<file path="src/rtl/name_table_writer_if.sv">
// Tile-write request channel into the name table writer.
//   req_valid  : request present (master -> slave)
//   req_ready  : request accepted on a cycle where req_valid is also high (slave -> master)
//   req_row    : tile row 0..29; rows above 29 are rejected
//   req_col    : tile column 0..31
//   req_tile   : tile index to store
interface name_table_writer_if;
    logic       req_valid;
    logic       req_ready;
    logic [4:0] req_row;
    logic [4:0] req_col;
    logic [7:0] req_tile;

    modport master (
        output req_valid,
        output req_row,
        output req_col,
        output req_tile,
        input  req_ready
    );

    modport slave (
        input  req_valid,
        input  req_row,
        input  req_col,
        input  req_tile,
        output req_ready
    );
endinterface

</file>
<file path="src/rtl/name_table_writer.sv">
// Name table writer: queues single-tile writes and applies them to a 32-bit
// wide name table RAM (four tiles per word) during vblank. It can also fill
// the whole table with one tile value.
//
// Ports
//   clk, rstn      : clock; synchronous active-low reset
//   req            : request channel (name_table_writer_if.slave)
//   fill_start     : one-cycle pulse, fill all 240 words (only honoured in IDLE)
//   fill_tile      : fill value, captured when the fill starts
//   vblank         : RAM writes permitted while high
//   busy           : FIFO non-empty, FSM active, or a RAM access in flight
//   err_pulse      : one-cycle flag, request with row > 29 was dropped
//   nt_addr        : RAM word index 0..239 = {row, col[4:2]}
//   nt_rd_en       : RAM read strobe; nt_rd_data is valid the following cycle
//   nt_rd_data     : RAM read data
//   nt_wr_en       : RAM write strobe
//   nt_wr_data     : RAM write word
//   nt_byte_we     : byte lane enables, bit3 = [31:24]
//
// Build option
//   NT_BYTE_WE_EN  : RAM honours byte enables; each request becomes a single
//                    byte-masked write instead of a read-modify-write.
//
// Every RAM-side output is registered. vblank is sampled at a clock edge and
// the access it permits appears on the RAM pins in the following cycle.
module name_table_writer (
    input  logic                     clk,
    input  logic                     rstn,
    name_table_writer_if.slave       req,
    input  logic                     fill_start,
    input  logic [7:0]               fill_tile,
    input  logic                     vblank,
    output logic                     busy,
    output logic                     err_pulse,
    output logic [7:0]               nt_addr,
    output logic                     nt_rd_en,
    input  logic [31:0]              nt_rd_data,
    output logic                     nt_wr_en,
    output logic [31:0]              nt_wr_data,
    output logic [3:0]               nt_byte_we
);

    localparam int unsigned ROW_W     = 5;
    localparam int unsigned COL_W     = 5;
    localparam int unsigned TILE_W    = 8;
    localparam int unsigned ADDR_W    = 8;
    localparam int unsigned DATA_W    = 32;
    localparam int unsigned BE_W      = 4;
    localparam int unsigned DEPTH     = 4;
    localparam int unsigned PTR_W     = 2;
    localparam int unsigned CNT_W     = 3;
    localparam int unsigned MAX_ROW   = 29;
    localparam int unsigned LAST_WORD = 239;

    typedef struct packed {
        logic [ROW_W-1:0]  row;
        logic [COL_W-1:0]  col;
        logic [TILE_W-1:0] tile;
    } entry_t;

    typedef enum logic [2:0] {
        S_IDLE,
        S_READ,
        S_MERGE,
        S_WRITE,
        S_FILL
    } state_t;

    state_t              state_q, state_d;
    entry_t              fifo_q [DEPTH];
    entry_t              fifo_head;
    entry_t              in_entry;
    logic [PTR_W-1:0]    wr_ptr_q, rd_ptr_q;
    logic [CNT_W-1:0]    count_q, count_d;
    logic                ready_q, busy_q, err_q;
    logic                accept, push, pop, bad_row, can_start, dispatch;
    logic [1:0]          lane_q, lane_d;
    logic [TILE_W-1:0]   tile_q, tile_d;
    logic [TILE_W-1:0]   fill_tile_q, fill_tile_d;
    logic [ADDR_W-1:0]   k_q, k_d;
    logic [ADDR_W-1:0]   addr_q, addr_d;
    logic [DATA_W-1:0]   wr_data_q, wr_data_d;
    logic [DATA_W-1:0]   merged;
    logic [BE_W-1:0]     byte_we_q, byte_we_d;
    logic                rd_en_q, rd_en_d;
    logic                wr_en_q, wr_en_d;

    assign req.req_ready = ready_q;
    assign busy          = busy_q;
    assign err_pulse     = err_q;
    assign nt_addr       = addr_q;
    assign nt_rd_en      = rd_en_q;
    assign nt_wr_en      = wr_en_q;
    assign nt_wr_data    = wr_data_q;
    assign nt_byte_we    = byte_we_q;

    assign fifo_head = fifo_q[rd_ptr_q];
    assign in_entry  = '{row: req.req_row, col: req.req_col, tile: req.req_tile};
    assign can_start = (count_q != CNT_W'(0)) && vblank;

    // Request acceptance and FIFO occupancy; bad rows are consumed but never stored
    always_comb begin
        accept  = req.req_valid && ready_q;
        bad_row = accept && (req.req_row > ROW_W'(MAX_ROW));
        push    = accept && !bad_row;
        count_d = count_q + CNT_W'(push) - CNT_W'(pop);
    end

    // Next-state and registered-output decode
    always_comb begin
        state_d     = state_q;
        k_d         = k_q;
        fill_tile_d = fill_tile_q;
        lane_d      = lane_q;
        tile_d      = tile_q;
        addr_d      = addr_q;
        wr_data_d   = wr_data_q;
        rd_en_d     = 1'b0;
        wr_en_d     = 1'b0;
        byte_we_d   = '0;
        pop         = 1'b0;
        dispatch    = 1'b0;
        merged      = nt_rd_data;

        case (state_q)
            S_IDLE: begin
                if (fill_start) begin
                    state_d     = S_FILL;
                    k_d         = '0;
                    fill_tile_d = fill_tile;
                end else if (can_start) begin
                    dispatch = 1'b1;
                end
            end
            S_READ: begin
                state_d = S_MERGE;
            end
            S_MERGE: begin
                case (lane_q)
                    2'd0:    merged[31:24] = tile_q;
                    2'd1:    merged[23:16] = tile_q;
                    2'd2:    merged[15:8]  = tile_q;
                    default: merged[7:0]   = tile_q;
                endcase
                wr_en_d   = 1'b1;
                wr_data_d = merged;
                byte_we_d = 4'b1111;
                state_d   = S_WRITE;
            end
            S_WRITE: begin
                // Chain straight into the next request to keep the 3-cycle cadence
                state_d = S_IDLE;
                if (can_start) begin
                    dispatch = 1'b1;
                end
            end
            S_FILL: begin
                if (vblank) begin
                    wr_en_d   = 1'b1;
                    byte_we_d = 4'b1111;
                    addr_d    = k_q;
                    wr_data_d = {4{fill_tile_q}};
                    if (k_q == ADDR_W'(LAST_WORD)) begin
                        state_d = S_IDLE;
                    end else begin
                        k_d = k_q + ADDR_W'(1);
                    end
                end
            end
            default: begin
                state_d = S_IDLE;
            end
        endcase

        // Pop the FIFO head and launch its RAM access
        if (dispatch) begin
            pop    = 1'b1;
            lane_d = fifo_head.col[1:0];
            tile_d = fifo_head.tile;
            addr_d = {fifo_head.row, fifo_head.col[4:2]};
`ifdef NT_BYTE_WE_EN
            state_d   = S_WRITE;
            wr_en_d   = 1'b1;
            wr_data_d = {4{fifo_head.tile}};
            byte_we_d = BE_W'(4'b1000 >> fifo_head.col[1:0]);
`else
            state_d = S_READ;
            rd_en_d = 1'b1;
`endif
        end
    end

    // FIFO storage; contents need no reset since the pointers define validity
    always_ff @(posedge clk) begin
        if (push) begin
            fifo_q[wr_ptr_q] <= in_entry;
        end
    end

    // State, FIFO pointers and registered outputs
    always_ff @(posedge clk) begin
        if (!rstn) begin
            state_q     <= S_IDLE;
            wr_ptr_q    <= '0;
            rd_ptr_q    <= '0;
            count_q     <= '0;
            ready_q     <= 1'b0;
            busy_q      <= 1'b0;
            err_q       <= 1'b0;
            lane_q      <= '0;
            tile_q      <= '0;
            fill_tile_q <= '0;
            k_q         <= '0;
            addr_q      <= '0;
            wr_data_q   <= '0;
            byte_we_q   <= '0;
            rd_en_q     <= 1'b0;
            wr_en_q     <= 1'b0;
        end else begin
            state_q     <= state_d;
            wr_ptr_q    <= wr_ptr_q + PTR_W'(push);
            rd_ptr_q    <= rd_ptr_q + PTR_W'(pop);
            count_q     <= count_d;
            ready_q     <= (count_d != CNT_W'(DEPTH));
            busy_q      <= (count_d != CNT_W'(0)) || (state_d != S_IDLE) || wr_en_d || rd_en_d;
            err_q       <= bad_row;
            lane_q      <= lane_d;
            tile_q      <= tile_d;
            fill_tile_q <= fill_tile_d;
            k_q         <= k_d;
            addr_q      <= addr_d;
            wr_data_q   <= wr_data_d;
            byte_we_q   <= byte_we_d;
            rd_en_q     <= rd_en_d;
            wr_en_q     <= wr_en_d;
        end
    end

endmodule

</file>
<file path="src/flat_wrapper.sv">
// flat-port wrapper written by rule: the top's interface ports become plain ports
module name_table_writer_flat 
  (clk, rstn, fill_start, fill_tile, vblank, busy, err_pulse, nt_addr, nt_rd_en, nt_rd_data, nt_wr_en, nt_wr_data, nt_byte_we, req_req_valid, req_req_row, req_req_col, req_req_tile, req_req_ready);
  name_table_writer_if req_i ();
  input  logic clk;
  input  logic rstn;
  input  logic fill_start;
  input  logic [7:0] fill_tile;
  input  logic vblank;
  output logic busy;
  output logic err_pulse;
  output logic [7:0] nt_addr;
  output logic nt_rd_en;
  input  logic [31:0] nt_rd_data;
  output logic nt_wr_en;
  output logic [31:0] nt_wr_data;
  output logic [3:0] nt_byte_we;
  input wire logic [$bits(req_i.req_valid)-1:0] req_req_valid;
  input wire logic [$bits(req_i.req_row)-1:0] req_req_row;
  input wire logic [$bits(req_i.req_col)-1:0] req_req_col;
  input wire logic [$bits(req_i.req_tile)-1:0] req_req_tile;
  output wire logic [$bits(req_i.req_ready)-1:0] req_req_ready;
  assign req_i.req_valid = req_req_valid;
  assign req_i.req_row = req_req_row;
  assign req_i.req_col = req_req_col;
  assign req_i.req_tile = req_req_tile;
  assign req_req_ready = req_i.req_ready;
  name_table_writer u_core (.clk(clk), .rstn(rstn), .req(req_i), .fill_start(fill_start), .fill_tile(fill_tile), .vblank(vblank), .busy(busy), .err_pulse(err_pulse), .nt_addr(nt_addr), .nt_rd_en(nt_rd_en), .nt_rd_data(nt_rd_data), .nt_wr_en(nt_wr_en), .nt_wr_data(nt_wr_data), .nt_byte_we(nt_byte_we));
endmodule
</file>
<file path="config.mk">
export PLATFORM = sky130hd
export DESIGN_NAME = name_table_writer_flat
export DESIGN_NICKNAME = d
export VERILOG_FILES = /design/src/rtl/name_table_writer_if.sv /design/src/rtl/name_table_writer.sv /design/src/flat_wrapper.sv
export SDC_FILE = /design/constraint.sdc
export NUM_CORES = 1
export LEC_CHECK = 0
export BUFFER_PORTS_ARGS = -buffer_cell sky130_fd_sc_hd__buf_2
export CAP_MARGIN = 20
export CORE_ASPECT_RATIO = 0.9
export CORE_UTILIZATION = 45
export CTS_BUF_LIST = sky130_fd_sc_hd__clkbuf_4 sky130_fd_sc_hd__clkbuf_8 sky130_fd_sc_hd__clkbuf_16
export DETAILED_ROUTE_END_ITERATION = 10
export PLACE_DENSITY = 0.69
export SLEW_MARGIN = 25
export SYNTH_ARGS = -nofsm -noshare
export SYNTH_HDL_FRONTEND = slang
export SYNTH_SLANG_ARGS = --single-unit
</file>
<file path="constraint.sdc">
create_clock -name clk -period 2.9 [get_ports clk]
set_input_delay 0.58 -clock clk [delete_from_list [all_inputs] [get_ports clk]]
set_output_delay 0.58 -clock clk [all_outputs]
set_load 0.05 [all_outputs]
</file>
# After elaboration in Yosys (flattened, before gate mapping)
# Memories as Yosys holds them, arrays and structs flattened. A register that Yosys moved wholly into a read port is not among the register bits.
# Cells that the tools add are included.
# totals
register_bits,85
ram_bits,72
inputBits,63
word_cells,85
mem_count,1
# memory_table
memory,words,width,rd,rd_clocked_by_memory_dff,write_ports,line,text
u_core.fifo_q,4,18,1,1,1,name_table_writer.sv:70,entry_t fifo_q [DEPTH];
# classes
addsub,5
order_cmp,1
n_eq_ne,11
n_mux,29
reduce_logical,22
# ops
operator,n
2-to-1 mux 8 bit,10
case mux 32 bit (2 select lines),1
2-to-1 mux 32 bit,1
case mux 8 bit (2 select lines),1
2-to-1 mux 3 bit,4
case mux 3 bit (4 select lines),1
nonzero test 3 bit,3
adder 8 x 1 -> 8 bit (second input constant),1
equality test 8 bit (second input constant),1
case mux 4 bit (2 select lines),1
nonzero test 2 bit,4
equality test 3 x 2 -> 1 bit (second input constant),2
2-to-1 mux 1 bit,6
!= test 2 bit (second input constant),3
AND reduction 2 bit,3
greater-than comparator 5 bit (second input constant),1
adder 2 x 1 -> 2 bit,2
logical AND 1 bit,4
2-to-1 mux 4 bit,1
case mux 1 bit (2 select lines),2
AND reduction 4 bit,1
adder 3 x 1 -> 3 bit,1
equality test 3 x 1 -> 1 bit (second input constant),1
equality test 3 bit (second input constant),1
10 further kinds,12

# Logic depth before layout (Yosys ltp)
# depth
word_depth,11
depth_mapped,13

# Worst setup path before layout
# Ideal clock, no wire load.
# synth_timing
path_kind,input to register
startpoint,input fill_start
endpoint,"register u_core.busy_q, in the netlist u_core.busy"
setup_time_ns,0.126
t_arrival_ns,2.790
required_ns,2.774
path_slack_ns,-0.017
stages,12
path_buffers,1
path_cell_list,or3_1 > a211o_1 > inv_2 > buf_2 > ha_1 > inv_1 > ha_1 > fa_1 > nor2_1 > o21ai_0 > o31ai_1 > nand3b_1
# synth_between
elab_chain_cells,8
# synth_rtl
item,line,text
"start, declared",flat_wrapper.sv:7,input logic fill_start;
2-to-1 mux 1 bit,name_table_writer.sv:127,if (fill_start) begin
case mux 1 bit (2 select lines),name_table_writer.sv:125,case (state_q)
via u_core.dispatch,name_table_writer.sv:76,"logic accept, push, pop, bad_row, can_start, dispatch;"
2-to-1 mux 1 bit,name_table_writer.sv:176,if (dispatch) begin
subtractor 3 x 1 -> 3 bit,name_table_writer.sv:106,count_d = count_q + CNT_W'(push) - CNT_W'(pop);
via u_core.count_d[1],name_table_writer.sv:74,"logic [CNT_W-1:0] count_q, count_d;"
nonzero test 3 bit,name_table_writer.sv:225,busy_q <= (count_d != CNT_W'(0)) || (state_d != S_IDLE) || wr_en_d || rd_en_d;
logical OR 1 bit (3 in a row),name_table_writer.sv:225,
"end signal, assigned",name_table_writer.sv:225,
"end, declared",name_table_writer.sv:75,"logic ready_q, busy_q, err_q;"
# The timed path passes the listed nets, and every way through them passes these cells.
# A chain may end at the register's enable or synchronous reset.

# Worst setup path in the final report
# layout_timing
startpoint,register u_core.state_q[1]
endpoint,"register u_core.busy_q, in the netlist u_core.busy"
# layout_between
elab_chain_cells,8
# layout_rtl
item,line,text
"start, declared",name_table_writer.sv:69,"state_t state_q, state_d;"
"start signal, assigned",name_table_writer.sv:220,state_q <= state_d;
equality test 3 x 2 -> 1 bit / zero test 3 bit (equally long branches),name_table_writer.sv:125,
case mux 1 bit (2 select lines) *,name_table_writer.sv:125,
2-to-1 mux 1 bit *,name_table_writer.sv:176,
subtractor 3 x 1 -> 3 bit *,name_table_writer.sv:106,
via u_core.count_d[1],name_table_writer.sv:74,
nonzero test 3 bit *,name_table_writer.sv:225,
logical OR 1 bit * (3 in a row),name_table_writer.sv:225,
# Mark *: on every way through the listed nets, which the timed path passes. The rest lies on a longest branch.

==> summary by stage <==
Clock tree
The clock-pin slew on the worst setup and hold paths is 0.06 ns. The clock passes through at most 2 buffers. TritonCTS built the clock tree. TritonCTS created 17 clock buffers. The post-CTS setup buffer count is 0. In this run the number of H-tree levels came out at 4.

The cts-stage hold buffer count is 0. CTS saw 153 sinks. The cell chosen for the clock root is clkbuf_16.

The insertion delay of the later-clocked pin in the worst-skew pair is 0.42 ns. The post-cts sizing count is 0.

Drt
For this block, the routed nets add up to 14700 um of wire. The number of vias per cell is 5.41. The violation count after the first detailed-routing iteration is 458.

The DRC violation count after routing is 0. The routed length per instance is 16.9 um. The detailed-router iteration count before antenna repair is 5. The via count of the routed design is 4710. In this run the remaining antenna-violating nets after routing total 0.

Synth
The share of the synthesized netlist area taken by xor and xnor gates is 1.10%. Summed over all instances, the cell type with the most area after synthesis is edfxtp_1. The number of nets handed over by synthesis was 634. The number of enable flip-flop cells after synthesis is 72. The simple logic cell fraction of the synthesized area is 14.3%. The top cell type by area accounts for 34.0% of the synthesized area. Sequential elements use 59.6% of the synthesized area.

Of the post-synthesis cell area, the part taken by muxes is 6.38%. The synthesized netlist devotes 1.30% of its cell area to adder and majority cells. The dominant combinational cell family by area after synthesis is simple AND/OR/NAND/NOR gates. Summing every instance area after synthesis gives 6350 um2. Summing the areas of all compound-gate instances in the mapped netlist gives 13.5% of the synthesized area. By area the synthesized netlist is led by edfxtp_1 (34%), dfxtp_1 (26%), nand2_1 (8.3%), mux4_2 (6.4%), a311o_1 (5.0%).

The cell count after synthesis is 565. The post-synthesis cell type count is 48. The number of warning messages in the yosys log is 0. After synthesis, the share of flip-flops with an asynchronous set or reset is 0%. The average size of a mapped cell is 11.2 um2.

The most used flip-flop cell after synthesis is dfxtp_1. The number of flip-flops and latches in the synthesized netlist is 153.

STA
Hold timing on the final database bottoms out at a slack of 0.371 ns. The maximum clock skew at final layout is 0.00940 ns. The time the worst path needs with I/O delays and setup is 2.58 ns. The share of the cycle needed by the critical path after routing is 88.9%. The max-slew violation count is 0. For the pin with the worst max-slew slack, the measured transition is 1.02 ns.

The hold violation count in the final report came to 0. Setup violations remaining at the end of the flow were counted as 0. Setup repair after global routing left no endpoint under its margin. The aggregate negative setup slack is 0 ns. For this run, the top clock speed supported by timing is 388 MHz.

The remaining max-slew budget at the tightest pin is 31.9%.

Place
The global placement routability congestion is 0.823. The count of buffers inserted at the top-level ports is 111. Detailed placement ended at an HPWL of 10200 um. The number of placed instances, taps included, is 838.

Global route
The first global-routing pass estimated 23000 um of wire. The number of antenna violations at the first check in global routing is 0. Entering global routing, the biggest net connects 60 pins. The sum of overflow across all layers after global routing is 0. The number of global-route vias before repair is 4393. The global-route usage over all layers is 21.1%.

Pwr
The ratio of total power to cell area is 833 nW/um2. The worst-case IR drop observed on VDD is 0.666 mV. The static leakage is 2.88 nW. Overall power consumption after layout is estimated at 0.00639 W.

Die
During I/O placement, the number of pins put on the boundary was 112. The count of standard-cell rows is 40. The core region is 13600 um2. From left edge to right edge, the die measures 127 um. The die area is 14600 um2.

From bottom edge to top edge, the die measures 115 um. For this configuration, the core starts out at a cell density of 46.8%.

Setup path
The cell at the slowest stage of the critical path is fa_1. The highest cell delay on the worst timing path is 0.43 ns. The most used cell along the critical path is ha_1. The critical path is of the reg2reg type. The critical path's top delay family is adder cells. At the worst endpoint, the arrival time is 2.88 ns. The worst setup path is captured at a flop. The sort of element at the start of the critical path is a flop. The maximum fanout along the worst path is 2. Together, buffers and inverters on the worst path number 2. At the worst endpoint, the required time is 3.20 ns. The signal on the critical path passes through or3_1 > a211o_1 > inv_2 > ha_1 > inv_1 > ha_1 > fa_1 > nor2_1 > o21ai_0 > o31ai_1 > nand3b_1.

Worst hold path
The min-delay analysis places its worst path in the category in2reg.

Finish
The layout overhead on the synthesized area is 20.9%. The share of final-layout standard cells stronger than drive strength 1 is 27.5%. The count of inserted antenna diode cells is 0. The non-filler instance count after layout is 870.

The filler cells instantiated in the layout total 1143. After the last flow step, the layout net total stands at 737.

Outcome
The flow ran to the end, and the final reports show no timing, DRC or antenna violations.

Job
Across the run, the number of max-cap violations was 0.
==> layout by cell type (no fill, tap or decap), types with 3 or more instances in the layout <==
master | netlist | layout
nand2_1 | 140 | 140
buf_2 | 9 | 111
dfxtp_1 | 81 | 81
edfxtp_1 | 72 | 72
a21oi_1 | 63 | 63
a311o_1 | 32 | 32
nor2_1 | 20 | 20
mux4_2 | 18 | 18
clkbuf_16 | 0 | 17
buf_4 | 4 | 16
nand3_1 | 12 | 12
a22oi_1 | 8 | 8
inv_1 | 7 | 7
nand2b_1 | 6 | 6
xnor2_1 | 6 | 6
and2_1 | 6 | 6
clkbuf_4 | 0 | 6
ha_1 | 5 | 5
bufinv_16 | 0 | 3
==> sequential cells by signal, summed over array words and instances, names as in the netlist, 3 cells and up <==
signal	cells
u_core.fill_tile_q	8
u_core.count_q	3
u_core.nt_wr_data	32
u_core.nt_addr	8
u_core.tile_q	8
u_core.k_q	8
u_core.state_q	3
u_core.fifo_q	72
==> Yosys cell counts, drive strengths merged, types with 8 or more instances <==
master	n
nand3	12
clkbuf	22
a21oi	63
inv	9
mux4	18
a311o	32
a22oi	8
nor2	21
nand2	140
buf	22
dfxtp	81
edfxtp	72
==> worst register-to-register path: cells and delay by family (launching register included) <==
family | cells | cell delay (ns)
AOI/OAI and AO/OA | 3 | 0.63
DFF | 1 | 0.30
and+or+nand+nor | 3 | 0.59
adders and majority gates | 3 | 0.81
buffers and inverters | 2 | 0.13
==> logic make-up (layout without fill, tap and decap cells) <==
kind of cell	after synthesis	after routing
xor gates and xnor gates	8	8
DFF	153	153
buffers and inverters	53	169
AOI/OAI and AO/OA	121	121
muxes	18	18
adders and majority gates	6	6
and+or+nand+nor	206	206
==> where the power goes <==
part	internal, W	total (W)	switching, W
Combinational	0.000503	0.00152	0.00102
Sequential	0.00250	0.00264	0.000143
Clock	0.00141	0.00224	0.000830
Total	0.00441	0.00639	0.00199
==> per-layer routing <==
| metal | routed length (um) | vias up | share of wire [%] | global-route usage (%) |
|---|---|---|---|---|
| met5 | 0 | - | 0 | 0 |
| met4 | 183 | 0 | 1.2 | 7.46 |
| met3 | 1010 | 15 | 6.9 | 5.61 |
| met2 | 6670 | 188 | 45 | 32.5 |
| met1 | 6860 | 2248 | 47 | 28.9 |
| li1 | - | 2259 | - | - |
==> path summary, 6_finish.rpt <==
path | slack [ns] | to | cells past startpoint | from
worst min register to register | 0.45 | u_core.nt_wr_data[1]$_SDFFE_PN0P_ | 2 | u_core.nt_wr_data[1]$_SDFFE_PN0P_
worst max-delay path | 0.32 | u_core.busy$_SDFF_PN0_ | 11 | u_core.state_q[1]$_SDFF_PN0_
worst min-delay path | 0.37 | u_core.fifo_q[2][8]$_DFFE_PP_ | 1 | req_req_col[0]
worst max register to register | 0.32 | u_core.busy$_SDFF_PN0_ | 11 | u_core.state_q[1]$_SDFF_PN0_
==> stage by stage <==
stage	util (%)	cell area [um2]	setup slack (ns)
6_report	56.6	7680	0.321
4_1_cts	56.6	7680	0.315
2_1_floorplan	-	6360	0.0291
3_5_place_dp	52.2	7080	-0.0906
3_3_place_gp	52.2	7080	-0.0395
5_1_grt	56.6	7680	0.0932
==> layout make-up <==
| class | instances | area [um2] | share of cell area, % |
|---|---|---|---|
| Clock buffer | 23 | 470 | 6.12 |
| Sequential cell | 153 | 3780 | 49.3 |
| Clock inverter | 9 | 128 | 1.66 |
| Timing Repair Buffer | 128 | 696 | 9.06 |
| Multi-Input combinational cell | 359 | 2330 | 30.4 |
| Inverter | 9 | 33.8 | 0.440 |
| Tap cell | 189 | 236 | 3.08 |
No activity file was read; power rests on OpenSTA's default activity.
